==> config.mk <==
export PLATFORM = sky130hd
export DESIGN_NAME = pc_stack_unit
export DESIGN_NICKNAME = d
export VERILOG_FILES = /design/src/rtl/pc_stack_unit_pkg.sv /design/src/rtl/pc_stack_unit_return_stack.sv /design/src/rtl/pc_stack_unit.sv
export SDC_FILE = /design/constraint.sdc
export NUM_CORES = 1
export LEC_CHECK = 0
export CAP_MARGIN = 20
export CORE_AREA = 2 2 132 82
export DETAILED_ROUTE_END_ITERATION = 12
export DIE_AREA = 0 0 134 84
export MAX_ROUTING_LAYER = met4
export PLACE_DENSITY_LB_ADDON = 0.12
export SYNTH_ARGS = -nofsm -noshare
export SYNTH_HDL_FRONTEND = slang
export SYNTH_SLANG_ARGS = --single-unit
==> constraint.sdc <==
create_clock -name clk -period 3.7 [get_ports clk]
set_clock_uncertainty 0.2 [all_clocks]
set_input_delay 0.925 -clock clk [delete_from_list [all_inputs] [get_ports clk]]
set_output_delay 0.925 -clock clk [all_outputs]
set_load 0.05 [all_outputs]
==> src/rtl/pc_stack_unit_pkg.sv <==
// pc_stack_unit_pkg: shared widths, vectors and the PC operation encoding for pc_stack_unit.
package pc_stack_unit_pkg;

    localparam int PC_W        = 13;
    localparam int STACK_DEPTH = 8;
    localparam int PTR_W       = $clog2(STACK_DEPTH);
    localparam int DEPTH_W     = PTR_W + 1;
    localparam int JADDR_W     = PC_W - 2;

    localparam logic [PC_W-1:0] RESET_VECTOR = 13'h0000;
    localparam logic [PC_W-1:0] INT_VECTOR   = 13'h0004;

    typedef enum logic [2:0] {
        PC_OP_HOLD = 3'd0,
        PC_OP_INCR = 3'd1,
        PC_OP_JUMP = 3'd2,
        PC_OP_CALL = 3'd3,
        PC_OP_RET  = 3'd4,
        PC_OP_INT  = 3'd5
    } pc_op_e;

    // Exactly one winner per cycle so a losing call can never leave a partial push.
    function automatic pc_op_e pc_op_sel(input logic incr, input logic jump, input logic call,
                                         input logic ret, input logic intr);
        return intr ? PC_OP_INT  :
               ret  ? PC_OP_RET  :
               call ? PC_OP_CALL :
               jump ? PC_OP_JUMP :
               incr ? PC_OP_INCR : PC_OP_HOLD;
    endfunction

endpackage

==> src/rtl/pc_stack_unit_return_stack.sv <==
// pc_stack_unit_return_stack: circular PC_W x STACK_DEPTH return stack with a wrapping pointer.
module pc_stack_unit_return_stack
    import pc_stack_unit_pkg::*;
(
    input  logic             clk,
    input  logic             rst,
    input  logic             push_i,
    input  logic             pop_i,
    input  logic [PC_W-1:0]  push_data_i,
    output logic [PC_W-1:0]  top_o,
    output logic [PTR_W-1:0] ptr_o
);

    logic [PC_W-1:0]  stack_q [STACK_DEPTH];
    logic [PTR_W-1:0] ptr_q;
    logic [PTR_W-1:0] ptr_d;

    // Overflow and underflow simply wrap the pointer; the oldest slot gets overwritten.
    always_comb begin
        ptr_d = push_i ? ptr_q + 1'b1 : pop_i ? ptr_q - 1'b1 : ptr_q;
    end

    always_ff @(posedge clk) begin
        if (rst) begin
            ptr_q <= '0;
            for (int i = 0; i < STACK_DEPTH; i++) stack_q[i] <= '0;
        end else begin
            ptr_q <= ptr_d;
            if (push_i) stack_q[ptr_q] <= push_data_i;
        end
    end

    assign top_o = stack_q[ptr_q - 1'b1];
    assign ptr_o = ptr_q;

endmodule

==> src/rtl/pc_stack_unit.sv <==
// pc_stack_unit: program counter and 8-level return stack sequenced by decoder strobes.
// Define PC_STACK_STATUS_EN to add sticky stack_ovf/stack_unf outputs backed by a depth counter.
module pc_stack_unit
    import pc_stack_unit_pkg::*;
(
    input  logic               clk,
    input  logic               rst,
    input  logic               pc_incr_en,
    input  logic               pc_j_en,
    input  logic               pc_call_en,
    input  logic               pc_ret_en,
    input  logic               pc_int_en,
    input  logic [JADDR_W-1:0] j_addr,
    input  logic [1:0]         pclath_hi,
    output logic [PC_W-1:0]    pc,
    output logic [PTR_W-1:0]   stack_ptr
`ifdef PC_STACK_STATUS_EN
    ,
    output logic               stack_ovf,
    output logic               stack_unf
`endif
);

    pc_op_e           op;
    logic [PC_W-1:0]  pc_q;
    logic [PC_W-1:0]  pc_d;
    logic [PC_W-1:0]  pc_inc;
    logic [PC_W-1:0]  jump_tgt;
    logic [PC_W-1:0]  ret_tgt;
    logic [PC_W-1:0]  push_data;
    logic             push;
    logic             pop;

    assign op        = pc_op_sel(pc_incr_en, pc_j_en, pc_call_en, pc_ret_en, pc_int_en);
    assign pc_inc    = pc_q + 1'b1;
    assign jump_tgt  = {pclath_hi, j_addr};
    assign push      = (op == PC_OP_CALL) || (op == PC_OP_INT);
    assign pop       = (op == PC_OP_RET);
    // Interrupts save the un-executed instruction; calls save the one after.
    assign push_data = (op == PC_OP_INT) ? pc_q : pc_inc;

    always_comb begin
        pc_d = (op == PC_OP_INT)                          ? INT_VECTOR :
               (op == PC_OP_RET)                          ? ret_tgt    :
               (op == PC_OP_CALL) || (op == PC_OP_JUMP)   ? jump_tgt   :
               (op == PC_OP_INCR)                         ? pc_inc     : pc_q;
    end

    always_ff @(posedge clk) begin
        if (rst) pc_q <= RESET_VECTOR;
        else     pc_q <= pc_d;
    end

    pc_stack_unit_return_stack u_stack (
        .clk         (clk),
        .rst         (rst),
        .push_i      (push),
        .pop_i       (pop),
        .push_data_i (push_data),
        .top_o       (ret_tgt),
        .ptr_o       (stack_ptr)
    );

    assign pc = pc_q;

`ifdef PC_STACK_STATUS_EN
    logic [DEPTH_W-1:0] depth_q;
    logic [DEPTH_W-1:0] depth_d;
    logic               ovf_q;
    logic               unf_q;
    logic               full;
    logic               empty;

    assign full  = (depth_q == DEPTH_W'(STACK_DEPTH));
    assign empty = (depth_q == '0);

    // Depth saturates so the flags reflect real over/underflow even though the pointer wraps.
    always_comb begin
        depth_d = push ? (full ? depth_q : depth_q + 1'b1) :
                  pop  ? (empty ? depth_q : depth_q - 1'b1) : depth_q;
    end

    always_ff @(posedge clk) begin
        if (rst) begin
            depth_q <= '0;
            ovf_q   <= 1'b0;
            unf_q   <= 1'b0;
        end else begin
            depth_q <= depth_d;
            ovf_q   <= ovf_q | (push & full);
            unf_q   <= unf_q | (pop & empty);
        end
    end

    assign stack_ovf = ovf_q;
    assign stack_unf = unf_q;
`endif

endmodule

==> results.md <==
- Largest family of logic cells by synthesized area: simple AND/OR/NAND/NOR gates
- Pin count of the biggest net entering global routing: 37
- Syn. warnings: 0
- Syn_nets: 551
- Die area: 0.01126 mm^2
- Port Buffers: 35
- Final instance count without filler cells: 732
- GPL Wtd Cong: 0.9325
- RSZ-0062 raised after global routing: no
- Iteration-0 DRC Markers: 632
- Dpl hpwl: 11150 um
- Synth Area in Adders: 0.006353
- Setup violators final: 0
- Core box area: 0.01020 mm^2
- Die X: ~130 um
- Post-Synth Simple-Gate Area: 0.1866
- Critical Path Sink Type: output port
- Final WL: 16950 um
- Postcts setup bufs: 0
- Via Count: roughly 4600
- CTS clk-pin slew, worst paths: ~0.06 ns
- Vias per cell: 6.281
- Inst Count DP: 700
- Synth top cells by count: nor2_1 (128), edfxtp_1 (104), nand2_1 (49)
- Die H: 84 um
- Worst setup SP type: flip-flop
- Leakage: 2.447 nW
- Final instance area: 0.007091 mm^2
- Fin crit share: 0.8518
- Cts hold-fix bufs: 0
- Post-layout min period: between 3 and 4 ns
- Top-count cell post-synth: nor2_1
- Initial antenna violation count: 0
- Outcome: complete, no violations
- Synth Area in Compound Gates: 0.07179
- DRC Markers: 0
- Post-layout util: 0.6954
- First-pass GRT wire length: approximately 26000 um
- Post-synth ARST share: 0
- Worst setup endpoint: stack_ptr[0]
- Clock Sink Count: 120
- WP data arrival: 2.03 ns
- Final hold violations: 0
- Synth Area per Inst: around 11 um^2
- Worst R2R Start: u_stack.ptr_o[1]$_SDFFE_PP0P_
- Slew headroom: 0.3910
- Router iterations before antenna repair: 5
- Nets: 603
- Post-synth top area share: 0.5286
- Reg-to-reg slack, setup: 0.73 ns
- Gr usage total: 0.3342
- Worst Setup Slack, final: roughly 0.55 ns
- Worst R2R End: pc[12]$_SDFFE_PP0P_
- Unique masters post-synth: 54
- Post-synth EDFFs: 104
- CP max FO: 24
- Number of inserted diodes: 0
- Crit path kind: flip-flop to output port
- WHS: roughly 0.38 ns
- Seq/Total Area, Yosys: 0.5828
- Share of post-route cells with drive strength above 1: 0.1417
- Mapped Area: between 0.005 and 0.006 mm^2
- Place WS: around 0.28 ns
- Drt wl/cell: between 20 and 25 um
- Synth area leaders: edfxtp_1 (53%), nor2_1 (8.1%), dfxtp_1 (5.4%), mux4_2 (4.6%), nand2_1 (3.1%)
- Root Buffer: clkbuf_16
- Pwr dens: 547.0 mW/mm^2
- Flops & latches, synth: 120
- Cell row count: 29
- Number of max-cap violations: 0
- Cell count after synthesis: 528
- CTS buffer count: 17
- Final Max Tran Viols: 0
- Leading area contributor after synthesis: edfxtp_1
- Placed standard-cell area: 0.006501 mm^2
- Skew-Pair Late Insertion Delay: 0.42 ns
- Top achievable clock speed: 317.3 MHz
- Reg2Reg Depth: 7
- I/O pins: 36
- Multiplexer share of the synthesized area: 0.08153
- Area growth syn-to-layout: 20.01%
- Final ANT Viol Nets: 0
- Post-cts repair resize count: 0
- Starting Density: 0.5795
- Fin Setup TNS: 0 ns
- Gr ovfl total: 0
- Worst Path Required: ~2.6 ns
- CTS max path bufs: 2
- Critical Path Source: u_stack.ptr_o[0]$_SDFFE_PP0P_
- CTS H-tree depth: 4
- Peak VDD IR: between 400 and 500 uV
- CTS tree: built
- XOR/XNOR Fraction of Synth Area: 0.03727
- Vias in the first global route: 4503
- Top FF cell, synth: edfxtp_1
- Worst Max-Slew Pin Slew: 0.9070 ns
- Worst Hold Class: flip-flop to flip-flop
- Total power: between 3 and 4 mW
-- cells in the final DEF (no fill, tap or decap), types with 4 or more instances in the layout --
cell type	count
nand3_1	18
xnor2_1	17
mux2i_1	11
mux4_2	12
o21ai_0	16
xor2_1	5
nor2_1	128
a31oi_1	10
a211o_1	4
dfxtp_1	16
and3_1	4
clkbuf_16	19
nand2_1	49
buf_4	30
nor3_1	18
nand4_1	4
edfxtp_1	104
clkdlybuf4s50_1	35
a21oi_1	11
inv_1	4
nand2b_1	9
clkinv_2	4
or3_1	4
nor2b_1	4
-- where the power goes --
group,switching [mW],internal (mW)
registers,0.0486,1.54
clock network,0.583,1.05
logic,0.411,0.241
total,1.04,2.84
-- worst min path at each step --
| stage | startpoint | to | depth (start not counted) | slack (ns) |
|---|---|---|---|---|
| after floorplan | u_stack.stack_q[6][0]$_SDFFCE_PN0P_ | pc[0]$_SDFFE_PP0P_ | 4 | 0.41 |
| after global placement | pc[1]$_SDFFE_PP0P_ | pc[1]$_SDFFE_PP0P_ | 2 | 0.34 |
| after detailed placement | pc[1]$_SDFFE_PP0P_ | pc[1]$_SDFFE_PP0P_ | 2 | 0.33 |
| after CTS | pc[1]$_SDFFE_PP0P_ | pc[1]$_SDFFE_PP0P_ | 2 | 0.36 |
| after global routing | pc[1]$_SDFFE_PP0P_ | pc[1]$_SDFFE_PP0P_ | 2 | 0.41 |
| final | pc[1]$_SDFFE_PP0P_ | pc[1]$_SDFFE_PP0P_ | 2 | 0.38 |
-- critical path: stages (launching register included) --
cell and delay, ns:
dfxtp_1 0.34, buf_4 0.38, clkdlybuf4s50_1 0.90
-- routing by layer --
layer / vias up / GRT usage / routed length, um
li1: 2012 / - / -
met1: 2291 / 0.4672 / 7122
met2: 272 / 0.4807 / 7770
met3: 23 / 0.1026 / 1844
met4: 0 / 0.08511 / 214
met5: - / - / 0
-- layout make-up --
type	instances	area (um^2)
Timing Repair Buffer	66	595.6
Multi-Input combinational cell	369	2266
Clock inverter	7	61.31
Sequential cell	120	3443
Fill cell	768	3105
Inverter	6	22.52
Tap cell	139	173.9
Clock buffer	25	528.0
-- flip-flops by register name, summed over array words and instances (netlist names) --
register / cells
u_stack.ptr_o: 3
pc: 13
u_stack.stack_q: 104
-- logic make-up (layout without fill, tap and decap cells) --
group                    after synthesis  after routing
AND/OR/NAND/NOR                      251            251
flip-flops                           120            120
AO/OA/AOI/OAI                         64             64
buffers and inverters                 39            104
multiplexers                          28             28
XOR/XNOR                              23             23
adder cells (fa/ha/maj)                3              3
(Power assumes the default switching activity.)
